**src/rtl/adc_pkg.sv**
```systemverilog
// Shared types and default sizing for the serial ADC sampling path.
package adc_pkg;

    // Frame sequencer states
    typedef enum logic [1:0] {
        IDLE  = 2'd0,
        SETUP = 2'd1,
        SHIFT = 2'd2,
        DONE  = 2'd3
    } adc_state_e;

    localparam int ADC_BITS_DEF   = 12;
    localparam int FRAME_BITS_DEF = 16;
    localparam int LEAD_ZEROS_DEF = 4;
    localparam int SCLK_HALF_DEF  = 1;
    localparam int IDX_W_DEF      = 16;

endpackage : adc_pkg

```
**src/rtl/spi_frame_rx.sv**
```systemverilog
// SPI frame receiver: drives CS_N/SCLK for one FRAME_BITS conversion and
// shifts in the DATA_BITS that follow the LEAD_ZEROS leading bits.
module spi_frame_rx
    import adc_pkg::*;
#(
    parameter int FRAME_BITS = FRAME_BITS_DEF,
    parameter int LEAD_ZEROS = LEAD_ZEROS_DEF,
    parameter int DATA_BITS  = ADC_BITS_DEF,
    parameter int SCLK_HALF  = SCLK_HALF_DEF
) (
    input  logic                 clk,
    input  logic                 rst_n,
    input  logic                 start,
    input  logic                 sdata,
    output logic                 cs_n,
    output logic                 sclk,
    output logic                 busy,
    output logic                 done,
    output logic [DATA_BITS-1:0] frame
);

    localparam int BIT_W  = (FRAME_BITS > 1) ? $clog2(FRAME_BITS) : 1;
    localparam int HALF_W = (SCLK_HALF > 1) ? $clog2(SCLK_HALF) : 1;

    adc_state_e           state_r;
    adc_state_e           state_nx_s;
    logic                 cs_n_r;
    logic                 sclk_r;
    logic                 busy_r;
    logic [BIT_W-1:0]     bit_cnt_r;
    logic [HALF_W-1:0]    half_cnt_r;
    logic [DATA_BITS-1:0] shift_r;
    logic                 half_end_s;
    logic                 last_bit_s;
    logic                 capture_s;
    logic                 rise_s;

    assign half_end_s = (half_cnt_r == HALF_W'(SCLK_HALF - 1));
    assign last_bit_s = (bit_cnt_r == BIT_W'(FRAME_BITS - 1));
    assign capture_s  = (bit_cnt_r >= BIT_W'(LEAD_ZEROS));
    assign rise_s     = (state_r == SHIFT) && half_end_s && !sclk_r;

    assign cs_n  = cs_n_r;
    assign sclk  = sclk_r;
    assign busy  = busy_r;
    assign done  = (state_r == DONE);
    assign frame = shift_r;

    // State register
    always_ff @(posedge clk or negedge rst_n) begin
        if (!rst_n) begin
            state_r <= IDLE;
        end else begin
            state_r <= state_nx_s;
        end
    end

    // Next-state decode: the frame ends on the SCLK rise of the last bit
    always_comb begin
        state_nx_s = state_r;
        case (state_r)
            IDLE: begin
                if (start) begin
                    state_nx_s = SETUP;
                end else begin
                    state_nx_s = IDLE;
                end
            end
            SETUP: state_nx_s = SHIFT;
            SHIFT: begin
                if (rise_s && last_bit_s) begin
                    state_nx_s = DONE;
                end else begin
                    state_nx_s = SHIFT;
                end
            end
            DONE:    state_nx_s = IDLE;
            default: state_nx_s = IDLE;
        endcase
    end

    // SPI pins, bit/phase counters and data capture on each SCLK rise
    always_ff @(posedge clk or negedge rst_n) begin
        if (!rst_n) begin
            cs_n_r     <= 1'b1;
            sclk_r     <= 1'b1;
            busy_r     <= 1'b0;
            bit_cnt_r  <= {BIT_W{1'b0}};
            half_cnt_r <= {HALF_W{1'b0}};
            shift_r    <= {DATA_BITS{1'b0}};
        end else begin
            case (state_r)
                IDLE: begin
                    if (start) begin
                        cs_n_r <= 1'b0;
                        busy_r <= 1'b1;
                    end
                end
                SETUP: begin
                    sclk_r     <= 1'b0;
                    bit_cnt_r  <= {BIT_W{1'b0}};
                    half_cnt_r <= {HALF_W{1'b0}};
                end
                SHIFT: begin
                    if (half_end_s) begin
                        half_cnt_r <= {HALF_W{1'b0}};
                        if (!sclk_r) begin
                            sclk_r <= 1'b1;
                            if (capture_s) begin
                                shift_r <= {shift_r[DATA_BITS-2:0], sdata};
                            end
                            if (!last_bit_s) begin
                                bit_cnt_r <= bit_cnt_r + BIT_W'(1'b1);
                            end
                        end else begin
                            sclk_r <= 1'b0;
                        end
                    end else begin
                        half_cnt_r <= half_cnt_r + HALF_W'(1'b1);
                    end
                end
                DONE: begin
                    cs_n_r <= 1'b1;
                    busy_r <= 1'b0;
                end
                default: begin
                    cs_n_r <= 1'b1;
                    sclk_r <= 1'b1;
                    busy_r <= 1'b0;
                end
            endcase
        end
    end

endmodule : spi_frame_rx

```
**src/rtl/adc_sample_ctrl.sv**
```systemverilog
// Turns DO_SAMPLE transitions into serial ADC reads, tags each sample with
// its index inside the current stimulus period and flags dropped requests.
module adc_sample_ctrl
    import adc_pkg::*;
#(
    parameter int ADC_BITS   = ADC_BITS_DEF,
    parameter int FRAME_BITS = FRAME_BITS_DEF,
    parameter int LEAD_ZEROS = LEAD_ZEROS_DEF,
    parameter int SCLK_HALF  = SCLK_HALF_DEF,
    parameter int IDX_W      = IDX_W_DEF
) (
    input  logic                CLK_500K,
    input  logic                RST_N,
    input  logic                DO_SAMPLE,
    input  logic                VSTIM_P,
    input  logic                ADC_SDATA,
    output logic                ADC_CS_N,
    output logic                ADC_SCLK,
    output logic [ADC_BITS-1:0] SAMPLE_DATA,
    output logic [IDX_W-1:0]    SAMPLE_INDEX,
    output logic                SAMPLE_VALID,
    output logic                OVERRUN,
    output logic                BUSY
);

    logic                do_sample_d_r;
    logic                vstim_p_d_r;
    logic                req_s;
    logic                stim_rise_s;
    logic                busy_s;
    logic                done_s;
    logic                accept_s;
    logic                drop_s;
    logic [ADC_BITS-1:0] frame_s;
    logic [IDX_W-1:0]    cnt_r;
    logic [IDX_W-1:0]    idx_lat_r;
    logic                cnt_max_s;

    assign req_s       = DO_SAMPLE ^ do_sample_d_r;
    assign stim_rise_s = VSTIM_P & ~vstim_p_d_r;
    assign accept_s    = req_s & ~busy_s;
    assign drop_s      = req_s & busy_s;
    assign cnt_max_s   = &cnt_r;
    assign BUSY        = busy_s;

    spi_frame_rx #(
        .FRAME_BITS (FRAME_BITS),
        .LEAD_ZEROS (LEAD_ZEROS),
        .DATA_BITS  (ADC_BITS),
        .SCLK_HALF  (SCLK_HALF)
    ) u_rx (
        .clk   (CLK_500K),
        .rst_n (RST_N),
        .start (accept_s),
        .sdata (ADC_SDATA),
        .cs_n  (ADC_CS_N),
        .sclk  (ADC_SCLK),
        .busy  (busy_s),
        .done  (done_s),
        .frame (frame_s)
    );

    // Delay registers for request/period edge detection
    always_ff @(posedge CLK_500K or negedge RST_N) begin
        if (!RST_N) begin
            do_sample_d_r <= 1'b0;
            vstim_p_d_r   <= 1'b0;
        end else begin
            do_sample_d_r <= DO_SAMPLE;
            vstim_p_d_r   <= VSTIM_P;
        end
    end

    // Period-relative index: latch on acceptance, saturating count, cleared by period start
    always_ff @(posedge CLK_500K or negedge RST_N) begin
        if (!RST_N) begin
            cnt_r     <= {IDX_W{1'b0}};
            idx_lat_r <= {IDX_W{1'b0}};
        end else if (accept_s) begin
            if (stim_rise_s) begin
                idx_lat_r <= {IDX_W{1'b0}};
                cnt_r     <= IDX_W'(1'b1);
            end else begin
                idx_lat_r <= cnt_r;
                if (!cnt_max_s) begin
                    cnt_r <= cnt_r + IDX_W'(1'b1);
                end
            end
        end else if (stim_rise_s) begin
            cnt_r <= {IDX_W{1'b0}};
        end
    end

    // Registered sample outputs and status pulses
    always_ff @(posedge CLK_500K or negedge RST_N) begin
        if (!RST_N) begin
            SAMPLE_DATA  <= {ADC_BITS{1'b0}};
            SAMPLE_INDEX <= {IDX_W{1'b0}};
            SAMPLE_VALID <= 1'b0;
            OVERRUN      <= 1'b0;
        end else begin
            SAMPLE_VALID <= done_s;
            OVERRUN      <= drop_s;
            if (done_s) begin
                SAMPLE_DATA  <= frame_s;
                SAMPLE_INDEX <= idx_lat_r;
            end
        end
    end

endmodule : adc_sample_ctrl

```
**config.mk**
```make
export PLATFORM = sky130hd
export DESIGN_NAME = adc_sample_ctrl
export DESIGN_NICKNAME = d
export VERILOG_FILES = /design/src/rtl/adc_pkg.sv /design/src/rtl/spi_frame_rx.sv /design/src/rtl/adc_sample_ctrl.sv
export SDC_FILE = /design/constraint.sdc
export NUM_CORES = 1
export LEC_CHECK = 0
export BUFFER_PORTS_ARGS = -buffer_cell sky130_fd_sc_hd__buf_4
export CAP_MARGIN = 25
export CORE_ASPECT_RATIO = 0.75
export CORE_MARGIN = 2
export CORE_UTILIZATION = 40
export CTS_CLUSTER_DIAMETER = 60
export DETAILED_ROUTE_END_ITERATION = 8
export PLACE_DENSITY = 0.66
export SLEW_MARGIN = 15
export SYNTH_ARGS = -nofsm -noshare
export SYNTH_HDL_FRONTEND = slang
export SYNTH_SLANG_ARGS = --single-unit
```
**constraint.sdc**
```tcl
create_clock -name CLK_500K -period 2 [get_ports CLK_500K]
set_input_delay 0.3 -clock CLK_500K [delete_from_list [all_inputs] [get_ports CLK_500K]]
set_output_delay 0.3 -clock CLK_500K [all_outputs]
set_load 0.02 [all_outputs]
```
==> reports/qor.yml <==
status: "complete, no violations"
tightest_slew_ns: 0.5374
hold_slack_ns: 0.08964
die_x_um: 113.9
hold_viol: 0
synthTopCellsByArea: "dfrtp_1, mux2_2, nand2_1"
dpl_cell_area_um2: 4168
report.final.slew_viol_count: 0
arrival_ns: 2.15
vias_per_cell: 5.173
synth.most_common_cell: "dfrtp_1"
clkLatencyLatePin_ns: 0.35
cp_cell_sequence: "nand4b_2 -> or4b_4 -> or4_1 -> a21oi_1"
rr_worst_depth: 4
ys_warn_count: 0
layout-drive-gt1-share_pct: 33.33
synth_area_um2: 3622
drc_errors: 0
final.setup.tns_ns: 0
cts-root-buf: "clkbuf_16"
crit_family: "simple AND/OR/NAND/NOR gates"
r2r_end: "cnt_r[9]$_DFFE_PN0P_"
num_rows: 30
drtIter0Drc: 169
holdPathStages: 1
r2r_slack_ns: 0.12
grt_overflow: 0
crit_buf_inv: 0
setup_viol: 0
hp-class: "in -> reg"
n_antenna_cell: 0
pin_count: 38
finalInstanceArea_um2: 4494
ys_ff_latch: 85
grt_max_degree: 42
p_leak_nw: 2.002
first_pass_iters: 6
seq_area_frac_synth_pct: 58.79
synth_top_cell_area_share_pct: 57.34
synth_common_cells: "dfrtp_1, mux2_2, nand2_1, o21ai_0, nor2_1"
period_minus_slack_ns: 1.878
synthCells: 307
wire_per_inst_um: 14.74
clk_pin_slew_ns: 0.07
vdd_ir_drop_max_uv: 562.5
drv_cap: 0
ys_types: 42
cts_tree: "yes"
start_util_pct: 40.55
synth_edf_count: 0
core_um2: 8934
cpMaxStageDelayCell: "or4b_4"
slew_headroom_pct: 64.04
grt_antenna_before_repair: 0
num_vias: 2488
max_stage_delay_ns: 0.58
cts_buffer_depth: 2
io_buffers: 37
syn_area_per_cell_um2: 11.80
crit_start: "u_rx.busy$_DFFE_PN0P_"
htree_levels: 3
worstPathMaxFanout: 4
cp.required_ns: 2.28
fin_nets: 375
wirelength_um: 7091
p_per_area_nw_per_um2: 1180
die_h_um: 86.41
synthArstFlopShare_pct: 100.0
rsz0062_at_grt: "yes"
hp-start: "VSTIM_P"
pre_cts_slack_ns: 0.02641
place.detailed.hpwl_um: 5015
fin_worst_skew_ns: 0.01083
grtUsageTotal_pct: 16.01
r2r-start: "u_rx.busy$_DFFE_PN0P_"
synth.largest_area_cell: "dfrtp_1"
min_period_over_period_pct: 93.91
syn2layout_area_growth_pct: 24.08
setup_slack_ns: 0.1218
cts_made_buffers: 9
max_clock_freq_mhz: 532.4
die_area_um2: 9840
start_kind: "register"
grt_pass1_vias: 2397
synth_flop_cell: "dfrtp_1"
end_kind: "register"
cts.sinks: 85
crit_type: "reg -> reg"
drtAntennaViolNets: 0
synth_fp_nets: 318
hold_path_end: "vstim_p_d_r$_DFF_PN0_"
gp_congestion: 0.9353
grt_pass1_wl_um: 12020
-- routing by layer --
metal	wire, um	global-route usage, %	vias to the layer above	share of wire, %
met4	109	5.322	0	1.5
met2	3110	22.81	48	44
met3	319	5.524	8	4.5
li1	-	-	1218	-
met5	0	0	-	0
met1	3551	22.97	1214	50
-- through the flow --
stage / utilization, % / std cells / total power, mW
after floorplan: - / 307 / 3.154
after global placement: 46.65 / 464 / 3.589
after detailed placement: 46.65 / 464 / 3.643
after CTS: 50.18 / 481 / 5.361
after global routing: 50.31 / 481 / 5.617
final: 50.31 / 481 / 5.303
-- timing repair --
action	in CTS	in global routing
setup buffers	0	0
endpoints found under the setup margin	0	3
resized for setup	0	4
endpoints found under the hold margin	23	0
hold buffers	1	0
-- registers in the layout, summed over array words and instances (netlist names) --
| name | flops |
|---|---|
| vstim_p_d_r | 1 |
| idx_lat_r | 16 |
| do_sample_d_r | 1 |
| u_rx.frame | 12 |
| u_rx.sclk | 1 |
| cnt_r | 16 |
| u_rx.cs_n | 1 |
| OVERRUN | 1 |
| SAMPLE_DATA | 12 |
| u_rx.busy | 1 |
| SAMPLE_INDEX | 16 |
| SAMPLE_VALID | 1 |
| u_rx.bit_cnt_r | 4 |
| u_rx.state_r | 2 |
-- how the worst max path moves through the flow --
stage	to	slack [ns]	depth (start not counted)
4_1_cts	cnt_r[9]$_DFFE_PN0P_	0.07	4
2_1_floorplan	cnt_r[9]$_DFFE_PN0P_	0.02	4
3_3_place_gp	cnt_r[9]$_DFFE_PN0P_	0.06	5
6_report	cnt_r[9]$_DFFE_PN0P_	0.12	4
3_5_place_dp	cnt_r[9]$_DFFE_PN0P_	0.03	5
5_1_grt	cnt_r[9]$_DFFE_PN0P_	-0.009	4
-- logic make-up (layout without fill, tap and decap cells) --
kind of cell / Yosys count / after routing / share of synthesized area [%]
xor gates and xnor gates: 3 / 3 / 0.7255
muxes: 45 / 45 / 13.85
and+or+nand+nor: 91 / 91 / 12.75
buffers and inverters: 20 / 82 / 2.142
AOI/OAI and AO/OA: 57 / 57 / 9.673
DFF: 85 / 85 / 58.79
adders and majority gates: 6 / 6 / 2.072
-- cell usage in the layout (no fill, tap or decap), drive strengths merged, types with 2 or more instances in the layout --
master,instances
or4,3
o21ai,24
buf,57
a211oi,4
dfrtp,83
a311oi,2
clkinv,2
nor4,4
xnor2,2
a41oi,2
ha,6
or2,2
nand3,6
nand2,39
dfstp,2
mux2i,4
o31ai,5
inv,11
nand2b,5
nor2,13
nor3,4
nand4,4
a2111oi,2
clkbuf,9
nor2b,2
mux2,41
a31oi,2
and3,3
a21oi,11
-- layout make-up --
| type | instances | area, um2 |
|---|---|---|
| multi-input combinational | 202 | 1425 |
| clock inverter | 7 | 80.08 |
| clock buffer | 9 | 225.2 |
| inverter | 8 | 30.03 |
| tap | 112 | 140.1 |
| sequential | 85 | 2131 |
| fill | 827 | 4439 |
| timing repair buffer | 58 | 462.9 |
-- report_power, final --
group,switching (mW),internal (mW)
logic,0.623,0.661
registers,0.231,2.09
clock network,0.718,0.984
No activity file was read; power rests on OpenSTA's default activity.
